File: src/rtl/pipeline_stall_ctrl_if.sv
// Hazard-control bundle between the RV32IM pipeline datapath and its stall/flush controller.
// The datapath (master) reports hazard sources; the controller (slave) returns the stall and flush controls.
interface pipeline_stall_ctrl_if #(
    parameter int CNT_W = 32
);
    logic             MemReadE;
    logic [4:0]       RD_E;
    logic [4:0]       Rs1_D;
    logic [4:0]       Rs2_D;
    logic             UseRs1D;
    logic             UseRs2D;
    logic             IsDivE;
    logic             PCSrcE;
    logic             StallF;
    logic             StallD;
    logic             StallE;
    logic             FlushD;
    logic             FlushE;
    logic             FlushM;
    logic             DivBusy;
    logic             DivDone;
    logic [CNT_W-1:0] StallCount;

    modport master (
        output MemReadE, RD_E, Rs1_D, Rs2_D, UseRs1D, UseRs2D, IsDivE, PCSrcE,
        input  StallF, StallD, StallE, FlushD, FlushE, FlushM, DivBusy, DivDone, StallCount
    );

    modport slave (
        input  MemReadE, RD_E, Rs1_D, Rs2_D, UseRs1D, UseRs2D, IsDivE, PCSrcE,
        output StallF, StallD, StallE, FlushD, FlushE, FlushM, DivBusy, DivDone, StallCount
    );
endinterface

File: src/rtl/pipeline_stall_ctrl.sv
// Stall/flush controller for the RV32IM 5-stage pipeline: load-use bubbles, multi-cycle
// divide hold in EX, branch redirect flushes, and a saturating stall-cycle counter.
module pipeline_stall_ctrl #(
    parameter int DIV_LATENCY = 32,
    parameter int CNT_W       = 32
) (
    input  logic                 clk,
    input  logic                 rst,
    pipeline_stall_ctrl_if.slave bus
);

    typedef enum logic [0:0] {
        IDLE     = 1'b0,
        DIV_BUSY = 1'b1
    } state_t;

    // The first divide cycle is spent in IDLE, so DIV_BUSY covers the remaining DIV_LATENCY-1.
    localparam logic [7:0]       DIV_LOAD  = 8'(DIV_LATENCY - 2);
    localparam logic [CNT_W-1:0] CNT_MAX   = {CNT_W{1'b1}};
    localparam logic [CNT_W-1:0] CNT_ONE   = {{(CNT_W-1){1'b0}}, 1'b1};

    state_t           state_r;
    state_t           state_nxt_s;
    logic [7:0]       div_cnt_r;
    logic [7:0]       div_cnt_nxt_s;
    logic             div_done_r;
    logic             div_done_nxt_s;
    logic [CNT_W-1:0] stall_count_r;

    logic             load_use_s;
    logic             div_stall_s;
    logic             stall_f_s;
    logic             stall_d_s;
    logic             stall_e_s;
    logic             flush_d_s;
    logic             flush_e_s;
    logic             flush_m_s;

    function automatic logic src_match(input logic use_src, input logic [4:0] rd, input logic [4:0] rs);
        return use_src & (rd == rs);
    endfunction

    // Divide sequencing plus priority resolution of divide stall, branch flush and load-use bubble.
    always_comb begin
        state_nxt_s    = state_r;
        div_cnt_nxt_s  = div_cnt_r;
        div_done_nxt_s = 1'b0;
        div_stall_s    = 1'b0;
        stall_f_s      = 1'b0;
        stall_d_s      = 1'b0;
        stall_e_s      = 1'b0;
        flush_d_s      = 1'b0;
        flush_e_s      = 1'b0;
        flush_m_s      = 1'b0;
        load_use_s     = bus.MemReadE & (bus.RD_E != 5'd0) &
                         (src_match(bus.UseRs1D, bus.RD_E, bus.Rs1_D) |
                          src_match(bus.UseRs2D, bus.RD_E, bus.Rs2_D));
        if (!rst) begin
            state_nxt_s   = IDLE;
            div_cnt_nxt_s = 8'd0;
        end else begin
            case (state_r)
                IDLE: begin
                    // A just-finished divide still shows IsDivE while it leaves EX; do not restart on it.
                    if (bus.IsDivE && !bus.PCSrcE && !div_done_r) begin
                        div_stall_s   = 1'b1;
                        state_nxt_s   = DIV_BUSY;
                        div_cnt_nxt_s = DIV_LOAD;
                    end else begin
                        div_stall_s   = 1'b0;
                    end
                end
                DIV_BUSY: begin
                    div_stall_s = 1'b1;
                    if (div_cnt_r == 8'd0) begin
                        state_nxt_s    = IDLE;
                        div_done_nxt_s = 1'b1;
                    end else begin
                        div_cnt_nxt_s  = div_cnt_r - 8'd1;
                    end
                end
                default: begin
                    state_nxt_s   = IDLE;
                    div_cnt_nxt_s = 8'd0;
                end
            endcase

            if (div_stall_s) begin
                stall_f_s = 1'b1;
                stall_d_s = 1'b1;
                stall_e_s = 1'b1;
                flush_m_s = 1'b1;
            end else if (bus.PCSrcE) begin
                flush_d_s = 1'b1;
                flush_e_s = 1'b1;
            end else if (load_use_s) begin
                stall_f_s = 1'b1;
                stall_d_s = 1'b1;
                flush_e_s = 1'b1;
            end else begin
                stall_f_s = 1'b0;
            end
        end
    end

    // Divide FSM state, remaining-cycle counter and the registered completion pulse.
    always_ff @(posedge clk or negedge rst) begin
        if (!rst) begin
            state_r    <= IDLE;
            div_cnt_r  <= 8'd0;
            div_done_r <= 1'b0;
        end else begin
            state_r    <= state_nxt_s;
            div_cnt_r  <= div_cnt_nxt_s;
            div_done_r <= div_done_nxt_s;
        end
    end

    // Stall-cycle performance counter, saturating at all-ones.
    always_ff @(posedge clk or negedge rst) begin
        if (!rst) begin
            stall_count_r <= '0;
        end else if (stall_f_s && (stall_count_r != CNT_MAX)) begin
            stall_count_r <= stall_count_r + CNT_ONE;
        end else begin
            stall_count_r <= stall_count_r;
        end
    end

    assign bus.StallF     = stall_f_s;
    assign bus.StallD     = stall_d_s;
    assign bus.StallE     = stall_e_s;
    assign bus.FlushD     = flush_d_s;
    assign bus.FlushE     = flush_e_s;
    assign bus.FlushM     = flush_m_s;
    assign bus.DivBusy    = div_stall_s;
    assign bus.DivDone    = div_done_r;
    assign bus.StallCount = stall_count_r;

endmodule

File: src/flat_wrapper.sv
// flat-port wrapper written by rule: the top's interface ports become plain ports
module pipeline_stall_ctrl_flat 
#(
    parameter int DIV_LATENCY = 32,
    parameter int CNT_W       = 32
)
  (clk, rst, bus_MemReadE, bus_RD_E, bus_Rs1_D, bus_Rs2_D, bus_UseRs1D, bus_UseRs2D, bus_IsDivE, bus_PCSrcE, bus_StallF, bus_StallD, bus_StallE, bus_FlushD, bus_FlushE, bus_FlushM, bus_DivBusy, bus_DivDone, bus_StallCount);
  pipeline_stall_ctrl_if #(.CNT_W(CNT_W)) bus_i ();
  input  logic clk;
  input  logic rst;
  input wire logic [$bits(bus_i.MemReadE)-1:0] bus_MemReadE;
  input wire logic [$bits(bus_i.RD_E)-1:0] bus_RD_E;
  input wire logic [$bits(bus_i.Rs1_D)-1:0] bus_Rs1_D;
  input wire logic [$bits(bus_i.Rs2_D)-1:0] bus_Rs2_D;
  input wire logic [$bits(bus_i.UseRs1D)-1:0] bus_UseRs1D;
  input wire logic [$bits(bus_i.UseRs2D)-1:0] bus_UseRs2D;
  input wire logic [$bits(bus_i.IsDivE)-1:0] bus_IsDivE;
  input wire logic [$bits(bus_i.PCSrcE)-1:0] bus_PCSrcE;
  output wire logic [$bits(bus_i.StallF)-1:0] bus_StallF;
  output wire logic [$bits(bus_i.StallD)-1:0] bus_StallD;
  output wire logic [$bits(bus_i.StallE)-1:0] bus_StallE;
  output wire logic [$bits(bus_i.FlushD)-1:0] bus_FlushD;
  output wire logic [$bits(bus_i.FlushE)-1:0] bus_FlushE;
  output wire logic [$bits(bus_i.FlushM)-1:0] bus_FlushM;
  output wire logic [$bits(bus_i.DivBusy)-1:0] bus_DivBusy;
  output wire logic [$bits(bus_i.DivDone)-1:0] bus_DivDone;
  output wire logic [$bits(bus_i.StallCount)-1:0] bus_StallCount;
  assign bus_i.MemReadE = bus_MemReadE;
  assign bus_i.RD_E = bus_RD_E;
  assign bus_i.Rs1_D = bus_Rs1_D;
  assign bus_i.Rs2_D = bus_Rs2_D;
  assign bus_i.UseRs1D = bus_UseRs1D;
  assign bus_i.UseRs2D = bus_UseRs2D;
  assign bus_i.IsDivE = bus_IsDivE;
  assign bus_i.PCSrcE = bus_PCSrcE;
  assign bus_StallF = bus_i.StallF;
  assign bus_StallD = bus_i.StallD;
  assign bus_StallE = bus_i.StallE;
  assign bus_FlushD = bus_i.FlushD;
  assign bus_FlushE = bus_i.FlushE;
  assign bus_FlushM = bus_i.FlushM;
  assign bus_DivBusy = bus_i.DivBusy;
  assign bus_DivDone = bus_i.DivDone;
  assign bus_StallCount = bus_i.StallCount;
  pipeline_stall_ctrl #(.DIV_LATENCY(DIV_LATENCY), .CNT_W(CNT_W)) u_core (.clk(clk), .rst(rst), .bus(bus_i));
endmodule
File: config.mk
export PLATFORM = sky130hd
export DESIGN_NAME = pipeline_stall_ctrl_flat
export DESIGN_NICKNAME = d
export VERILOG_FILES = /design/src/rtl/pipeline_stall_ctrl_if.sv /design/src/rtl/pipeline_stall_ctrl.sv /design/src/flat_wrapper.sv
export SDC_FILE = /design/constraint.sdc
export NUM_CORES = 1
export LEC_CHECK = 0
export ABC_AREA = 1
export CAP_MARGIN = 20
export CORE_MARGIN = 2
export CORE_UTILIZATION = 35
export CTS_CLUSTER_DIAMETER = 40
export DETAILED_ROUTE_END_ITERATION = 8
export PLACE_DENSITY_LB_ADDON = 0.2
export SLEW_MARGIN = 20
export SYNTH_ARGS = -nofsm -noshare
export SYNTH_HDL_FRONTEND = slang
export SYNTH_SLANG_ARGS = --single-unit
File: constraint.sdc
create_clock -name clk -period 4.1 [get_ports clk]
set_input_delay 0.82 -clock clk [delete_from_list [all_inputs] [get_ports clk]]
set_output_delay 0.82 -clock clk [all_outputs]
set_load 0.05 [all_outputs]
==> results.md, run 1 <==
Global routing:
- The wire length of the first global-routing pass is 13.7 mm.
- The pin count of the biggest net entering global routing is 44.
- The overall fraction of global-route tracks in use is around 17%.
- The number of global-route vias before repair came to between 2000 and 3000.
- The number of antenna violations at the first check in global routing is 0.
- Summed over all layers, the global routing overflow is 0.

Routing:
- The pre-antenna-repair detailed-routing pass consisted of 5 iterations.
- The post-detailed-route count of antenna-violating nets is 0.
- The vias after detailed routing is about 3000.
- The average wire per cell in the routed design is between 10 and 15 µm.
- After detailed routing, the number of vias per cell comes to approximately 4.7.
- The total wire length after detailed routing is ~8 mm.
- The first routing iteration left between 150 and 200 violations.
- After detailed routing, the number of remaining DRC violations is 0.

Timing:
- For the pin with the worst max-slew slack, the measured transition is around 0.65 ns.
- On the final layout, the worst hold slack is 0.503 ns.
- The sum of negative setup slack is 0 ns.
- The final worst-path cycle share is around three quarters.
- The count of final setup violators is 0.
- Derived from the worst setup path, the maximum achievable clock frequency is about 330 MHz.
- For the final database, setup skew stands at between 0.007 and 0.008 ns.
- Measured against its own limit, the worst slew margin works out to between 50% and 60%.
- The count of pins over their slew limit came to 0.
- The clock period minus worst slack is 3.05 ns.
- Setup repair after global routing left no endpoint under its margin.
- The number of hold-slack violations in the final timing report is 0.

Floorplanning:
- For this configuration, the core starts out at a cell density of 35.7%.
- The die covers between 0.009 and 0.01 mm².
- The die width is between 90 and 100 µm.
- The top-level port count is 62.
- The standard cell core area is between 0.008 and 0.009 mm².
- The floorplan has 34 rows.
- The die boundary height is roughly 98 µm.

Worst setup path:
- At the worst endpoint, the required time is approximately 3.3 ns.
- The register-to-register setup slack is a little over 2 ns.
- The largest driver fanout on the critical path is 3.
- The nature of the critical path startpoint is an input pin.
- The setup path with the least slack is of type input pin to output pin.
- Tracing the worst setup path back leads to its startpoint at bus_RD_E[1].
- Data arrives at the worst endpoint at 2.23 ns.
- The worst setup path is captured at an output pin.
- The worst reg2reg path startpoint is u_core.state_r.
- The number of cells on the worst reg-to-reg path is 8.
- The capture point of the worst reg-to-reg path is u_core.bus.StallCount[15].

Place:
- The number of buffer cells added on primary ports is 61.
- At the end of routability-driven placement, the weighted congestion stood at between 0.9 and 1.
- The HPWL after detailed placement is a little under 6 mm.
- After detailed placement, the total cell area comes to around 0.0037 mm².

CTS:
- The clock passes through at most 2 buffers.
- The clock net sink count is 42.
- TritonCTS built the clock tree.
- The cell sitting at the root of the clock tree is a clkbuf_8.
- The later pin in the worst-skew pair is clocked with a latency of about 0.30 ns.
- Once the clock tree was built, the resizer swapped 0 gates to a different size.
- TritonCTS created 5 clock buffers.
- The clock transition at the register clock pins on the worst setup and hold paths after CTS is 0.09 ns.
- Post-CTS timing repair inserted 0 buffers for setup.
- The number of buffers added to fix hold violations after cts is 0.
- The clock tree synthesis step divided the H-tree into 2 levels.

Outcome:
- The run finished with clean final reports.

Yosys:
- The combinational family with the most area after synthesis is simple AND/OR/NAND/NOR gates.
- By instance count, the leading cell after synthesis is nand2_1.
- The number of different library cells in the post-synthesis netlist is 29.
- The synthesized instance count is 478.
- Of the synthesized area, sequential elements account for around a third.
- The fraction of synthesized area in multiplexers is 0%.
- For this run, the leading register cell type out of synthesis is dfrtp_1.
- Counting flops and latches in the post-synthesis netlist gives 42.
- The xor/xnor share of the synthesized area is between 5 and 6%.
- The synthesized-area fraction occupied by ao, oa, aoi and oai cells is 2.65%.
- The top cell type by area accounts for between 30% and 40% of the synthesized area.
- During synthesis, Yosys emitted a total of 0 warnings.
- In the post-synthesis netlist, the biggest area contributors are dfrtp_1, nand2_1, nand3_1.
- A synthesized cell averages 6.42 µm².
- The async set-or-reset flop fraction in the synthesized netlist is 100%.
- The largest total area in the synthesized netlist belongs to dfrtp_1.
- In this run the cell area of the synthesized design comes to about 0.0031 mm².
- By count the netlist is led by nand2_1, nor2_1, inv_1.
- The fraction of the mapped netlist area in simple logic gates is a little under half.
- The number of enable flip-flop cells after synthesis is 0.
- The number of nets produced by synthesis is 503.
- The adder-cell share of the synthesized area is approximately 1.2%.

Power:
- The static leakage is 1.89 nW.
- The largest voltage drop on the vdd net is roughly 0.31 mV.
- The overall power after layout is roughly 0.0012 W.
- The ratio of total power to cell area is between 300 and 400 mW/mm².

Hold path:
- The origin of the worst min-delay path is u_core.div_cnt_r[4].
- The worst min-delay path endpoint is u_core.div_cnt_r[4].
- The worst hold path passes through 2 cells.
- The worst hold path belongs to the class flip-flop to flip-flop.

Layout:
- The cell area after layout is a little under 0.004 mm².
- The area occupied by registers is approximately 0.0011 mm².
- The filler cells instantiated in the layout total approximately 900.
- The area growth from synthesis to final layout is 26.1%.
- After the last flow step, the layout net total stands at 559.
- The fraction of final layout cells with drive strength greater than 1 is under 10%.
- 0 antenna diodes ended up in the layout.
- Summing all multi-input logic gate instances after layout gives between 0.0015 and 0.002 mm².

Run:
- The tool flagged a number of max-cap violations equal to 0.
-- report_power, final --
group          switching [W]  internal (W)
Clock               0.000165      0.000244
Sequential         0.0000381      0.000443
Combinational       0.000213      0.000114
-- through the flow --
stage / setup WS (ns) / instances / utilization (%)
5_1_grt: 0.902 / 643 / 45.0
4_1_cts: 1.03 / 643 / 45.0
3_3_place_gp: 1.07 / 635 / 43.4
2_1_floorplan: 0.805 / 478 / -
6_report: 1.05 / 643 / 45.0
3_5_place_dp: 1.04 / 635 / 43.4
-- layout by cell type (no fill, tap or decap), types with 3 or more instances in the layout --
master and count:
nand2_1 187, nor2_1 56, inv_1 55, clkdlybuf4s50_1 53
nand3_1 42, dfrtp_1 42, xor2_1 15, nand4_1 12
nand3b_1 11, nor3_1 11, o21ai_0 10, buf_4 7
clkbuf_8 5, a21oi_1 3, xnor2_1 3, ha_1 3
-- worst max-delay path by stage --
stage | endpoint | slack [ns] | cells past startpoint
after floorplan | bus_StallF | 0.81 | 7
after global placement | bus_FlushE | 1.07 | 10
after detailed placement | bus_FlushE | 1.04 | 10
after CTS | bus_FlushE | 1.03 | 10
after global routing | bus_FlushE | 0.90 | 10
final | bus_FlushE | 1.05 | 10
-- area by class of cell --
type	count	share of cell area [%]
Tap cell	108	3.49
Timing Repair Buffer	63	16.2
Multi-Input combinational cell	364	43.8
Sequential cell	42	27.2
Inverter	58	5.73
Clock buffer	5	1.78
Clock inverter	3	1.78
-- routing by layer --
layer	wire (µm)	GRT usage [%]
met3	366	2.88
met5	0	0
met4	53	2.88
met1	3960	24.0
met2	3590	28.2
-- critical path, cell delays in order --
cell	delay, ns
clkdlybuf4s50_1	0.50
inv_1	0.08
nand2_1	0.06
nand2_1	0.05
nor2_1	0.11
nand3_1	0.08
nand2_1	0.09
a21oi_1	0.06
nor3_1	0.15
buf_4	0.23
-- logic make-up (layout without fill, tap and decap cells) --
family,Yosys count,count (layout)
AND/OR/NAND/NOR,328,328
adder cells (fa/ha/maj),3,3
AO/OA/AOI/OAI,15,15
buffers and inverters,72,129
XOR/XNOR,18,18
flip-flops,42,42
-- registers in the layout, indices dropped and copies added (netlist names) --
name,cells
u_core.state_r,1
u_core.bus.StallCount,32
u_core.bus.DivDone,1
u_core.div_cnt_r,8
(Power assumes the default switching activity.)
==> run 2, diff against run 1 <==
==> constraint.sdc (replaced) <==
create_clock -name clk -period 2.59 [get_ports clk]
set_input_delay 0.518 -clock clk [delete_from_list [all_inputs] [get_ports clk]]
set_output_delay 0.518 -clock clk [all_outputs]
set_load 0.05 [all_outputs]
==> results.md, run 2 (synthesized netlist as in run 1, its figures left out) <==
Outcome:
- The flow ran to the end, and the final reports show no timing, DRC or antenna violations.

Worst setup path:
- The data required time at the worst endpoint is 2.07 ns (-1.21 ns).
- The largest driver fanout on the critical path is 5 (+2).
- The worst path buffer plus inverter count is 3 (unchanged).
- The signal on the critical path passes through clkdlybuf4s50_1 -> inv_1 -> nand2_1 -> nand2_1 -> nor2_1 -> nand3_1 -> nand2_1 -> a21oi_1 -> nor3_2 -> clkbuf_16.
- The nature of the critical path startpoint is an input pin.
- The category of the worst setup path capture point is an output pin.
- The critical path data arrival time is 1.93 ns (-0.30 ns).
- The cell repeated most along the worst path is nand2_1.
- The biggest cell delay along the critical path is 0.45 ns (-0.05 ns).
- The top cell family by delay on the critical path is buffers and inverters.
- The largest individual stage delay along the critical path comes from the cell clkdlybuf4s50_1.
- The most critical setup path has its startpoint at bus_RD_E[3].
- The worst reg2reg path startpoint is u_core.bus.StallCount[1].
- The setup path with the least slack is of type input pin to output pin.

Timing:
- The final worst-path cycle share is around 94%.
- The sum of negative setup slack was 0 ns (unchanged).
- Derived from the worst setup path, the maximum achievable clock frequency is 409 MHz.
- The number of hold-slack violations in the final timing report is 0 (unchanged).
- The final hold slack is 0.303 ns (-0.200 ns).
- The count of final setup violators is 0 (unchanged).
- The final clock skew came to 0.00831 ns (+0.000598 ns).
- The transition time at the pin with the least slew margin was 0.559 ns (-0.0914 ns).
- The worst relative slew slack is 62.7% (+6.1 points).
- The count of pins over their slew limit is 0 (unchanged).
- The clock period minus worst slack is around 2.4 ns.

Routing:
- The post-detailed-route count of antenna-violating nets is 0 (unchanged).
- The routed wire length on met2 was 3.71 mm (+3.3%).
- The total wire length after detailed routing is 8.12 mm (+1.9%).
- The met1 layer wirelength in the final routing came to 4.00 mm (+1.0%).
- The number of vias per cell is 4.75 (+0.75%).
- The highest routed metal layer is met4.
- The DRC marker count from the first detailed-route iteration is 174 (+1.2%).
- The routed wire length on met3 was 375 µm (+2.5%).
- The vias after detailed routing was 3071 (+1.2%).
- The average wire per cell in the routed design is 12.6 µm (+1.4%).
- The first-pass iteration count of the detailed router came to 4 (-1).
- The count of unresolved DRC violations after routing is 0 (unchanged).

Layout:
- Compared with the post-synthesis result, the final layout area differs by 29.9%.
- The area occupied by multi-input gates is 0.00171 mm² (+1.0%).
- The area occupied by registers is 0.00105 mm² (unchanged).
- The library cells used most frequently in the layout, excluding fill and tap cells, are nand2_1, nor2_1, inv_1.
- The final cell count without fillers was 646 (+0.47%).
- The final-stage net count is 562 (+0.54%).
- The fraction of final layout cells with drive strength greater than 1 is 6.13% (+0.71 points).
- The commonest non-fill, non-tap cell in the layout is nand2_1.
- The count of antenna diodes in the layout is 0 (unchanged).
- The final-layout fill cell count is 862 (-3.6%).
- The flip-flop count of the largest register after layout is 32 (unchanged).

Power:
- The largest voltage drop on the vdd net came to 0.407 mV (+30%).
- The ratio of total power to cell area was 488 mW/mm² (+55%).
- The overall power after layout is 0.00194 W (+60%).
- The static leakage is 1.97 nW (+3.9%).

Floorplanning:
- The number of placement rows came to 34 (unchanged).
- The standard cell core area is 0.00859 mm² (unchanged).
- The die boundary height is 97.6 µm (unchanged).
- The floorplan die area is 0.00953 mm² (unchanged).
- The starting density of the core is 35.7% (unchanged).
- The die width is 97.6 µm (unchanged).
- The top-level port count is 62 (unchanged).

Run:
- The max capacitance violation total is 0 (unchanged).

Global routing:
- The number of global-route vias before repair is 2972 (+1.9%).
- The overall fraction of global-route tracks in use came to 17.8% (+0.62 points).
- The pin count of the biggest net entering global routing was 44 (unchanged).
- The number of antenna violations at the first check in global routing is 0 (unchanged).
- The wire length of the first global-routing pass was 14.2 mm (+3.3%).
- The overflow left after global routing was 0 (unchanged).

Hold path:
- The path class of the tightest hold or removal check is input pin to asynchronous set/reset pin.

CTS:
- The number of instances resized during post-cts repair is 0 (unchanged).
- The clock latency on the worst-skew pair was 0.30 ns (about the same).
- The number of buffers added to fix hold violations after cts is 0 (unchanged).
- The number of H-tree branching levels is 2 (unchanged).
- The TritonCTS clock tree is yes.
- The clock net sink count is 42 (unchanged).
- The post-CTS repair timing setup buffer count is 0 (unchanged).
- The root cell of the clock tree is clkbuf_8.
- The clock transition at the register clock pins on the worst setup and hold paths after CTS is 0.09 ns (about the same).
- The clock buffer count from CTS was 5 (unchanged).
- The deepest clock path buffer count is 2 (unchanged).

Place:
- The placed instance count is 638 (+0.47%).
- The number of buffer cells added on primary ports is 61 (unchanged).
- The HPWL reported at the end of detailed placement is 6.09 mm (+5.4%).
- The placer's final routability congestion estimate is 0.872 (-5.4%).
==> run 2: layer usage <==
layer	global-route usage [%]	vias to the layer above
met1	24.4	1372
li1	-	1605
met2	30.0	92
met3	2.66	2
met5	0	-
met4	3.21	0
==> run 2: path summary, 6_finish.rpt <==
check	end	slack [ns]	depth (start not counted)
hold reg to reg	u_core.div_cnt_r[4]	0.51	2
hold / removal	u_core.div_cnt_r[5]	0.30	2
setup / recovery	bus_FlushE	0.15	10
min in group clk	u_core.div_cnt_r[4]	0.51	2
setup reg to reg	u_core.bus.StallCount[23]	0.56	11
max in group asynchronous	u_core.bus.StallCount[19]	1.90	2
==> run 2: layout make-up <==
| class | count | area share (%) |
|---|---|---|
| clock inverters | 3 | 1.73 |
| repair buffers | 66 | 18.3 |
| well taps | 108 | 3.39 |
| multi-input cells | 364 | 43.0 |
| clock buffers | 5 | 1.73 |
| flip-flops and latches | 42 | 26.4 |
| inverters | 58 | 5.56 |
==> run 2: worst register-to-register path: cells and delay by family (launching register included) <==
kind                       cells  cell delay, ns
buffers and inverters          2            0.25
adders and majority gates      1            0.33
and+or+nand+nor                8            0.98
DFF                            1            0.42
==> run 2: through the flow <==
stage / worst slack, ns / util, % / area [µm²]
final: 0.147 / 46.4 / 3990
after global routing: -0.00623 / 46.4 / 3990
after CTS: 0.0242 / 46.1 / 3960
after detailed placement: 0.0190 / 44.5 / 3820
after global placement: 0.00806 / 44.5 / 3820
after floorplan: 0.0583 / - / 3080
==> run 2: power breakdown <==
| group | switching (W) | internal [W] | leakage [nW] |
|---|---|---|---|
| Sequential | 0.0000583 | 0.000701 | 0.576 |
| Clock | 0.000253 | 0.000387 | 0.0683 |
| Combinational | 0.000345 | 0.000201 | 1.32 |
==> edit (flow settings as in run 2) <==
Reset style: synchronous (`rst`), changed in 2 clocked blocks.
--- a/src/rtl/pipeline_stall_ctrl.sv
+++ b/src/rtl/pipeline_stall_ctrl.sv
@@ -104,7 +104,7 @@
     end
 
     // Divide FSM state, remaining-cycle counter and the registered completion pulse.
-    always_ff @(posedge clk or negedge rst) begin
+    always_ff @(posedge clk) begin
         if (!rst) begin
             state_r    <= IDLE;
             div_cnt_r  <= 8'd0;
@@ -117,7 +117,7 @@
     end
 
     // Stall-cycle performance counter, saturating at all-ones.
-    always_ff @(posedge clk or negedge rst) begin
+    always_ff @(posedge clk) begin
         if (!rst) begin
             stall_count_r <= '0;
         end else if (stall_f_s && (stall_count_r != CNT_MAX)) begin
Behaviour: differs if rst is asserted again (counterexample within 4 cycles, from zero or initial values and one cycle with rst low); with rst held inactive, the same outputs for 10 cycles.
==> edit against run 2 <==
- routed wire length up 0.15%
- synthesized area down 5.6%
- combinational power down 44%
- sequential cell count unchanged
- sequential share of layout area down 4.3 points
- critical endpoint is now bus_StallD
- die area down 5.4%
- global-route usage up 1.2 points
- setup slack worse by 14 ps
- non-clock buffer count up 6
- design area down 4.4%
- total power down 26%
- utilization up 0.45 points
- critical path depth down 1
- sequential power down 10%
==> edit: results (changes against run 2) <==
Placement
  – Placed Instances: 637 (was 638)
  – Routability cong.: 0.9195 (was 0.8723)
  – Dpl hpwl: 6511 um (was 6087 um)
  – Dpl ws: 34.55 ps (was 19.04 ps)
  – Placed inst area: 3685 um^2 (was 3822 um^2)

Global route
  – Pin count of the biggest net entering global routing: 28 (was 44)
  – Met3 Track Usage GR: 4.150% (was 2.662%)
  – Vias in the first global route: 2934 (was 2972)
  – GRT Total Usage: 18.95% (was 17.75%)
  – First-pass GRT wire length: 13540 um (was 14160 um)
  – Met1 Resource Use GR: 22.58% (was 24.41%)

Setup path
  – Reg2reg start: u_core.bus.StallCount[1] (unchanged)
  – CP peak stage delay: 420 ps (was 450 ps)
  – Worst flop-to-flop path endpoint: u_core.bus.StallCount[25] (was u_core.bus.StallCount[23])
  – CP startpoint: bus_PCSrcE (was bus_RD_E[3])
  – Crit path to: bus_StallD (was bus_FlushE)
  – Setup slack, reg-to-reg: 580 ps (was 560 ps)

Worst hold path
  – Class of the worst hold path: flop to flop (was primary input to asynchronous set/reset pin)

Synthesis
  – Async S/R FF share, synth: 0% (was 100.0%)
  – Syn_area_per_cell: 6.083 um^2 (was 6.416 um^2)
  – Post-synthesis adder-cell area fraction: 1.296% (was 1.224%)
  – Largest cells by area after synthesis: dfxtp_1, nand2_1, nor2_1 (was dfrtp_1, nand2_1, nand3_1)
  – XOR/XNOR Fraction of Synth Area: 4.840% (was 5.141%)
  – Commonest cells post-synth: nand2_1, nor2_1, inv_1 (unchanged)
  – Post-synthesis sequential area ratio: 29.04% (was 34.27%)
  – Cell taking the most area after synthesis: dfxtp_1 (was dfrtp_1)
  – Post-synthesis compound-gate area fraction: 8.297% (was 2.652%)

Run status
  – Status: finished, final reports clean (unchanged)

Finish
  – Fin nets: 564 (was 562)
  – Share of cells above drive strength 1: 9.074% (was 6.134%)
  – Diodes inserted: 0 (unchanged)
  – Layout fillers: 844 (was 862)
  – Final core utilization: 46.82% (was 46.37%)

Detailed routing
  – 1st-iter DRT viols: 146 (was 174)
  – DR WL/cell: 12.60 um (was 12.56 um)

Pwr
  – Combinational power share: 21.3% (was 28.1%)
  – Sw Ratio: 29.85% (was 33.78%)
  – Leakage: 1.567 nW (was 1.967 nW)
  – VDD IR max: 0.2928 mV (was 0.4070 mV)
  – Clock share of power: 31.3% (was 32.9%)

Timing
  – Hold WS: 476.7 ps (was 302.9 ps)
  – Worst slew pin tran: 524.7 ps (was 559.5 ps)
  – Setup Skew: 3.617 ps (was 8.308 ps)
  – Fmax: 406.9 MHz (was 409.3 MHz)
## edit: changes by cell type after synthesis, sizes merged, moves of 7 or more
cell   before  now
a21oi       4   38
nand2     190  155
dfrtp      42    0
dfxtp       0   42
inv        56   49
nor2       59   69
## edit: per-layer routing
metal  wire length [um]  vias to the layer above
li1                   -                     1640
met1               3594                     1386
met2               4016                       55
met3                364                       10
met4                153                        0
met5                  0                        -
## edit: final cells by class
class                   count  share of cell area (%)
inverters                  49                   4.829
multi-input cells         369                   46.48
clock inverters             1                  0.1314
clock buffers               7                   2.267
repair buffers             72                   20.76
flip-flops and latches     42                   22.08
well taps                 105                   3.449
## edit: worst reg2reg max path, stage by stage, from the launching register on
cell and delay [ps]:
dfxtp_1 420, ha_1 270, nand3_1 140, nor2_4 160, nand3_2 100, nor2_4 110
nand3_4 190, nand2_4 320, nand2_1 110, a21oi_1 130
## edit: logic make-up after synthesis
family	after synthesis
compound gates	46
buf+inv	65
flops	42
xor+xnor	16
simple gates	304
fa+ha+maj	3
